**src/rtl/sauria_lane_cmp.sv**
```systemverilog
// One compare lane of the stream checker, with a registered mismatch flag.
// Ports:
//   clk_i, rst_i     clock, asynchronous active-high reset
//   en_i             load the mismatch register (word handshake)
//   tol_en_i         1: tolerance compare, 0: exact compare
//   tol_i            unsigned absolute tolerance
//   exp_i, acq_i     expected / acquired lane values
//   mismatch_o       registered mismatch flag for the last loaded word
module sauria_lane_cmp #(
  parameter int unsigned LANE_W = 16
) (
  input  logic              clk_i,
  input  logic              rst_i,
  input  logic              en_i,
  input  logic              tol_en_i,
  input  logic [LANE_W-1:0] tol_i,
  input  logic [LANE_W-1:0] exp_i,
  input  logic [LANE_W-1:0] acq_i,
  output logic              mismatch_o
);

  localparam int unsigned DIFF_W = LANE_W + 1;

  logic signed [DIFF_W-1:0] diff_c;
  logic        [DIFF_W-1:0] abs_c;
  logic                     unknown_c;
  logic                     mismatch_d, mismatch_q;

  // Any X/Z bit in acquired data counts as a mismatch in simulation.
`ifdef SYNTHESIS
  assign unknown_c = 1'b0;
`else
  assign unknown_c = $isunknown(acq_i);
`endif

  // Signed difference one bit wider than the lane so it can never overflow.
  always_comb begin
    diff_c     = $signed({exp_i[LANE_W-1], exp_i}) - $signed({acq_i[LANE_W-1], acq_i});
    abs_c      = diff_c[DIFF_W-1] ? DIFF_W'(-diff_c) : DIFF_W'(diff_c);
    mismatch_d = tol_en_i ? (abs_c > {1'b0, tol_i}) : (exp_i != acq_i);
    mismatch_d = mismatch_d | unknown_c;
  end

  always_ff @(posedge clk_i or posedge rst_i) begin
    if (rst_i)     mismatch_q <= 1'b0;
    else if (en_i) mismatch_q <= mismatch_d;
  end

  assign mismatch_o = mismatch_q;

endmodule

```
**config.mk**
```make
export PLATFORM = sky130hd
export DESIGN_NAME = sauria_lane_cmp
export DESIGN_NICKNAME = d
export VERILOG_FILES = /design/src/rtl/sauria_lane_cmp.sv
export SDC_FILE = /design/constraint.sdc
export NUM_CORES = 1
export LEC_CHECK = 0
export CAP_MARGIN = 20
export CORE_MARGIN = 4
export CORE_UTILIZATION = 25
export CTS_CLUSTER_DIAMETER = 50
export DETAILED_ROUTE_END_ITERATION = 10
export SLEW_MARGIN = 10
export SYNTH_ARGS = -nofsm -noshare
export SYNTH_HDL_FRONTEND = slang
export SYNTH_SLANG_ARGS = --single-unit
```
**constraint.sdc**
```tcl
create_clock -name clk_i -period 0.8 [get_ports clk_i]
set_clock_uncertainty 0.05 [all_clocks]
set_input_delay 0.16 -clock clk_i [delete_from_list [all_inputs] [get_ports clk_i]]
set_output_delay 0.16 -clock clk_i [all_outputs]
set_load 0.01 [all_outputs]
```
Word level (Yosys, flattened, before mapping). Cells that the tools add are included.

Bitwise logic cells: 0. Div/mod/pow operators: 0. Multiplexer cells: 2. Add/subtract/negate cells: 2. Equality and inequality tests: 1. Reductions and logical operators: 0. Magnitude comparators: 1. Shifts and indexed selects: 0. Multipliers: 0.

Operators by type and width (count): 17-bit by 16-bit > comparator with 1-bit output (1); 17-bit two-way mux (1); 17-bit negator (1); 16-bit by 16-bit subtractor with 17-bit output (1); 16-bit inequality test (1); 1-bit two-way mux (1).

Latch bits: 0. Input port bits: 52. Memories: 0. Memory bits (writable): 0. Logic and storage cells: 7. ROM bits: 0. Register bits after elaboration: 1.

Depth between registers and ports, before layout.
Depth after elaboration: 5. Depth in mapped cells: 20. Depth with buffers taken out: 19.

Worst setup path before layout. No wires, ideal clock.

Path type: input -> register. Start point: input exp_i[0]. End point: register mismatch_q (netlist: mismatch_o). Required time: 626 ps. Setup time: 124 ps. Path slack: -2917 ps. Cell stages on the path: 18. Data arrival time: 3543 ps. Path buffers: 0. Cell sequence: inv_1 > ha_1 > fa_1 > nor2b_4 > o2111a_1 > or3_4 > a21o_1 > a311o_1 > or3_2 > o31ai_1 > xnor2_1 > ha_1 > o21ai_0 > nand2b_1 > a21oi_1 > a21oi_1 > a21oi_1 > a21oi_1.

Longest elaborated chain between the ends: 5. Elaborated cells between the ends (all ways): 6. Classes of those cells: 2 x add/sub; 1 x order compare; 1 x eq/ne; 2 x mux.

RTL lines: start: declaration (RTL line 17) `input logic [LANE_W-1:0] exp_i,`; 16-bit by 16-bit subtractor with 17-bit output (RTL line 38) `diff_c = $signed({exp_i[LANE_W-1], exp_i}) - $signed({acq_i[LANE_W-1], acq_i});`; 17-bit negator (RTL line 39) `abs_c = diff_c[DIFF_W-1] ? DIFF_W'(-diff_c) : DIFF_W'(diff_c);`; 17-bit two-way mux (RTL line 39); 17-bit by 16-bit > comparator with 1-bit output (RTL line 40) `mismatch_d = tol_en_i ? (abs_c > {1'b0, tol_i}) : (exp_i != acq_i);`; 1-bit two-way mux (*) (RTL line 40); end signal: assignment (RTL line 46) `else if (en_i) mismatch_q <= mismatch_d;`; end: declaration (RTL line 27) `logic mismatch_d, mismatch_q;`.

Mark *: on every way between the ends. The rest lies on a longest branch, timed or not. A chain may end at the register's enable or synchronous reset.

Final worst setup path. Ends and elaborated chain as after synthesis.

==> out/qor.tcl <==
set qor(slew_headroom) 0.679
set qor(path_common_cell) {sky130_fd_sc_hd__a21oi_1}
set qor(asyncSetResetFlopFracSynth) 1.00
set qor(worst_path_dominant_cell_family) {simple AND/OR/NAND/NOR gates}
set qor(post-place-ws_ps) -3450
set qor(mappedNetlistArea_mm2) 0.00182
set qor(placeableCoreArea_mm2) 0.00694
set qor(io_pins) 53
set qor(chipWidth_um) 93.2
set qor(finalCritPeriodShare) 4.73
set qor(slew_at_the_pin_closest_to_its_max_slew_limit_ps) 475
set qor(yosys.area_share.xor_xnor) 0.125
set qor(timing.final.ws_setup_ps) -2990
set qor(first_global_vias) 2268
set qor(route.detailed.wl_per_inst_um) 11.5
set qor(timing_max_transition_violations_final) 0
set qor(setup.worst_path.class) {input pin to flop}
set qor(largest_net_degree_at_the_start_of_global_routing) 11
set qor(fin_crit_ps) 3790
set qor(synth_edf_count) 0
set qor(p_leak_nw) 1.62
set qor(synthSimpleGateAreaFrac) 0.252
set qor(synth-seq-cells) 1
set qor(insertion_delay_ps) 0
set qor(critical_path_peak_fanout) 4
set qor(crit_required_ps) 620
set qor(die_area_mm2) 0.00869
set qor(routed-via-count) 2272
set qor(netlist_instances) 263
set qor(initial_utilization) 0.262
set qor(cts.clk_slew.worst_paths_ps) 0
set qor(portBuffers) 52
set qor(design.final.nets) 478
set qor(peakVddDrop_uv) 307
set qor(start_kind) {input pin}
set qor(synth.yosys.seq_area_share) 0.0138
set qor(gr-total-overflow) 0
set qor(drt_wl_total_um) 5610
set qor(synthAdderAreaFrac) 0.238
set qor(antenna_cells) 0
set qor(timing.critical_path.to_type) {flop}
set qor(net-switching-power_mw) 1.54
set qor(drt_pre_antenna_iters) 4
set qor(num_rows) 30
set qor(worst_path_cell_with_the_longest_stage_delay) {sky130_fd_sc_hd__or3_4}
set qor(drt-vias-per-instance) 4.67
set qor(maxCapViolations) 0
set qor(synth.lib_cells_used.distinct) 54
set qor(layout.cells.most_common) {sky130_fd_sc_hd__buf_4}
set qor(numPlacedInstances) 474
set qor(final_cells) 486
set qor(wire_length_of_the_first_global_routing_pass_um) 9490
set qor(power_frac_comb) 0.980
set qor(path_buf_inv) 4
set qor(report.power.total_mw) 3.55
set qor(final_layout_size_suffix_gt1_frac) 0.356
set qor(outcome) {finished, violations left}
set qor(placed_inst_area_mm2) 0.00303
set qor(count_of_hold_fix_buffers_inserted_at_cts) 0
set qor(die_h_um) 93.2
set qor(worst_hold_path_type) {input pin to async pin}
set qor(synth-compound-area-share) 0.268
set qor(cp_data_arrival_time_ps) 3610
set qor(yosys-mux-area-fraction) 0.00551
set qor(yosys_warnings) 0
set qor(p_clk_frac) 0
set qor(sequential_power_share) 0.020
set qor(violations) {negative setup slack}
set qor(crit_chain) {buf_8 > inv_12 > ha_4 > fa_2 > nor2b_4 > o2111a_1 > or3_4 > buf_6 > xnor2_2 > buf_4 > nand4_1 > or3_4 > o31ai_4 > xnor2_2 > ha_1 > o21ai_1 > nand2b_1 > a21oi_2 > a21oi_1 > a21oi_1 > a21oi_1}
set qor(postSynthNetCount) 349
set qor(route.antenna.remaining_nets) 0
set qor(number_of_flip_flops_in_the_largest_register) 1
set qor(cellPowerDensity_mw_per_mm2) 1060
set qor(rsz0062_at_grt) {true}
set qor(ys.flop_type) {sky130_fd_sc_hd__dfrtp_1}
set qor(place.detailed.hpwl_um) 4800
set qor(power_report.internal_total_mw) 2.02
set qor(report.final.hold_viol_count) 0
set qor(syn_avg_cell_area_um2) 6.91
set qor(drt_iter0_markers) 64
set qor(final_area_mm2) 0.00337
set qor(grt_antenna_before_repair) 0
set qor(fmax_mhz) 264
set qor(most-common-layout-cells) {sky130_fd_sc_hd__buf_4, sky130_fd_sc_hd__clkdlybuf4s50_1, sky130_fd_sc_hd__inv_1}
set qor(setup_viol) 1
set qor(place_congestion) 0.844
set qor(gr-usage-all-layers) 0.125
set qor(area.growth.synth_to_final_pct) 85.3
set qor(delay_of_the_slowest_cell_on_the_worst_path_ps) 440
set qor(drt_drc_violations_left) 0
set qor(power_switching_share) 0.433
set qor(synth_top_family_by_area) {compound AO/OA/AOI/OAI gates}
-- per-layer routing --
layer / wire (um) / global-route usage / part of all wire / vias up
li1: - / - / - / 1195
met1: 2530 / 0.159 / 0.45 / 1031
met2: 2860 / 0.238 / 0.51 / 42
met3: 175 / 0.00563 / 0.031 / 4
met4: 48 / 0.0134 / 0.0086 / 0
met5: 0 / 0 / 0 / -
-- cell type report --
type                       instances  area (um^2)
inverter                          37          151
multi-input combinational        218         1920
timing repair buffer             134         1150
tap                               96          120
sequential                         1         25.0
fill                             684         3580
-- final timing paths --
| kind | startpoint | to | slack (ps) | depth (start not counted) |
|---|---|---|---|---|
| min in group clk_i | mismatch_o$_DFFE_PP0P_ | mismatch_o$_DFFE_PP0P_ | 530 | 2 |
| worst max register to register | mismatch_o$_DFFE_PP0P_ | mismatch_o$_DFFE_PP0P_ | 40 | 2 |
| worst min register to register | mismatch_o$_DFFE_PP0P_ | mismatch_o$_DFFE_PP0P_ | 530 | 2 |
| max in group asynchronous | rst_i | mismatch_o$_DFFE_PP0P_ | 340 | 2 |
| worst min-delay path | rst_i | mismatch_o$_DFFE_PP0P_ | 270 | 2 |
| worst max-delay path | exp_i[0] | mismatch_o$_DFFE_PP0P_ | -2990 | 21 |
-- synth_stat cells (2+ instances only) --
cell type / n / share of area
sky130_fd_sc_hd__o211ai_1: 3 / 0.012
sky130_fd_sc_hd__and3_1: 3 / 0.010
sky130_fd_sc_hd__o21ai_0: 16 / 0.044
sky130_fd_sc_hd__a21boi_0: 2 / 0.0083
sky130_fd_sc_hd__nor4_1: 4 / 0.014
sky130_fd_sc_hd__a21o_1: 8 / 0.033
sky130_fd_sc_hd__ha_1: 33 / 0.23
sky130_fd_sc_hd__a31oi_1: 3 / 0.010
sky130_fd_sc_hd__nand3_1: 4 / 0.011
sky130_fd_sc_hd__nand4_1: 6 / 0.021
sky130_fd_sc_hd__o2111ai_1: 2 / 0.0096
sky130_fd_sc_hd__a21oi_1: 16 / 0.044
sky130_fd_sc_hd__clkbuf_1: 5 / 0.010
sky130_fd_sc_hd__inv_1: 37 / 0.076
sky130_fd_sc_hd__a311o_1: 2 / 0.011
sky130_fd_sc_hd__nor2_1: 15 / 0.031
sky130_fd_sc_hd__or3_2: 2 / 0.0083
sky130_fd_sc_hd__nor3_1: 5 / 0.014
sky130_fd_sc_hd__or2_2: 2 / 0.0069
sky130_fd_sc_hd__o21a_1: 4 / 0.017
sky130_fd_sc_hd__xnor2_1: 17 / 0.082
sky130_fd_sc_hd__o41ai_1: 2 / 0.0096
sky130_fd_sc_hd__xor2_1: 9 / 0.043
sky130_fd_sc_hd__a211oi_1: 3 / 0.012
sky130_fd_sc_hd__nor2b_1: 3 / 0.010
sky130_fd_sc_hd__o31ai_1: 2 / 0.0083
sky130_fd_sc_hd__or3_1: 2 / 0.0069
sky130_fd_sc_hd__nand2b_1: 4 / 0.014
sky130_fd_sc_hd__nand2_1: 24 / 0.050
-- kinds of logic (layout without fill, tap and decap cells) --
family / Yosys count / in the layout
buf+inv: 44 / 171
compound gates: 72 / 72
mux: 1 / 1
simple gates: 85 / 85
flops: 1 / 1
fa+ha+maj: 34 / 34
xor+xnor: 26 / 26
-- power by group through the flow --
| stage | logic, mW | registers (mW) | clock network, mW |
|---|---|---|---|
| after global placement | 2.98 | 0.0725 | 0 |
| after CTS | 3.25 | 0.0723 | 0 |
| after global routing | 3.85 | 0.0735 | 0 |
| final | 3.48 | 0.0726 | 0 |
| after detailed placement | 3.02 | 0.0723 | 0 |
| after floorplan | 1.71 | 0.0771 | 0 |
-- metrics by stage --
stage / util / hold slack [ps] / TNS [ps]
3_3_place_gp: 0.436 / 261 / -3710
2_1_floorplan: - / -161 / -2680
5_1_grt: 0.485 / 281 / -3170
6_report: 0.485 / 267 / -2990
4_1_cts: 0.463 / 272 / -2940
3_5_place_dp: 0.436 / 272 / -3740
-- repair_timing --
action	4_1_cts	5_1_grt
setup buffers	5	7
endpoints found under the setup margin	2	1
pin swaps	32	31
gates resized for setup	65	24
No activity file was read; power rests on OpenSTA's default activity.
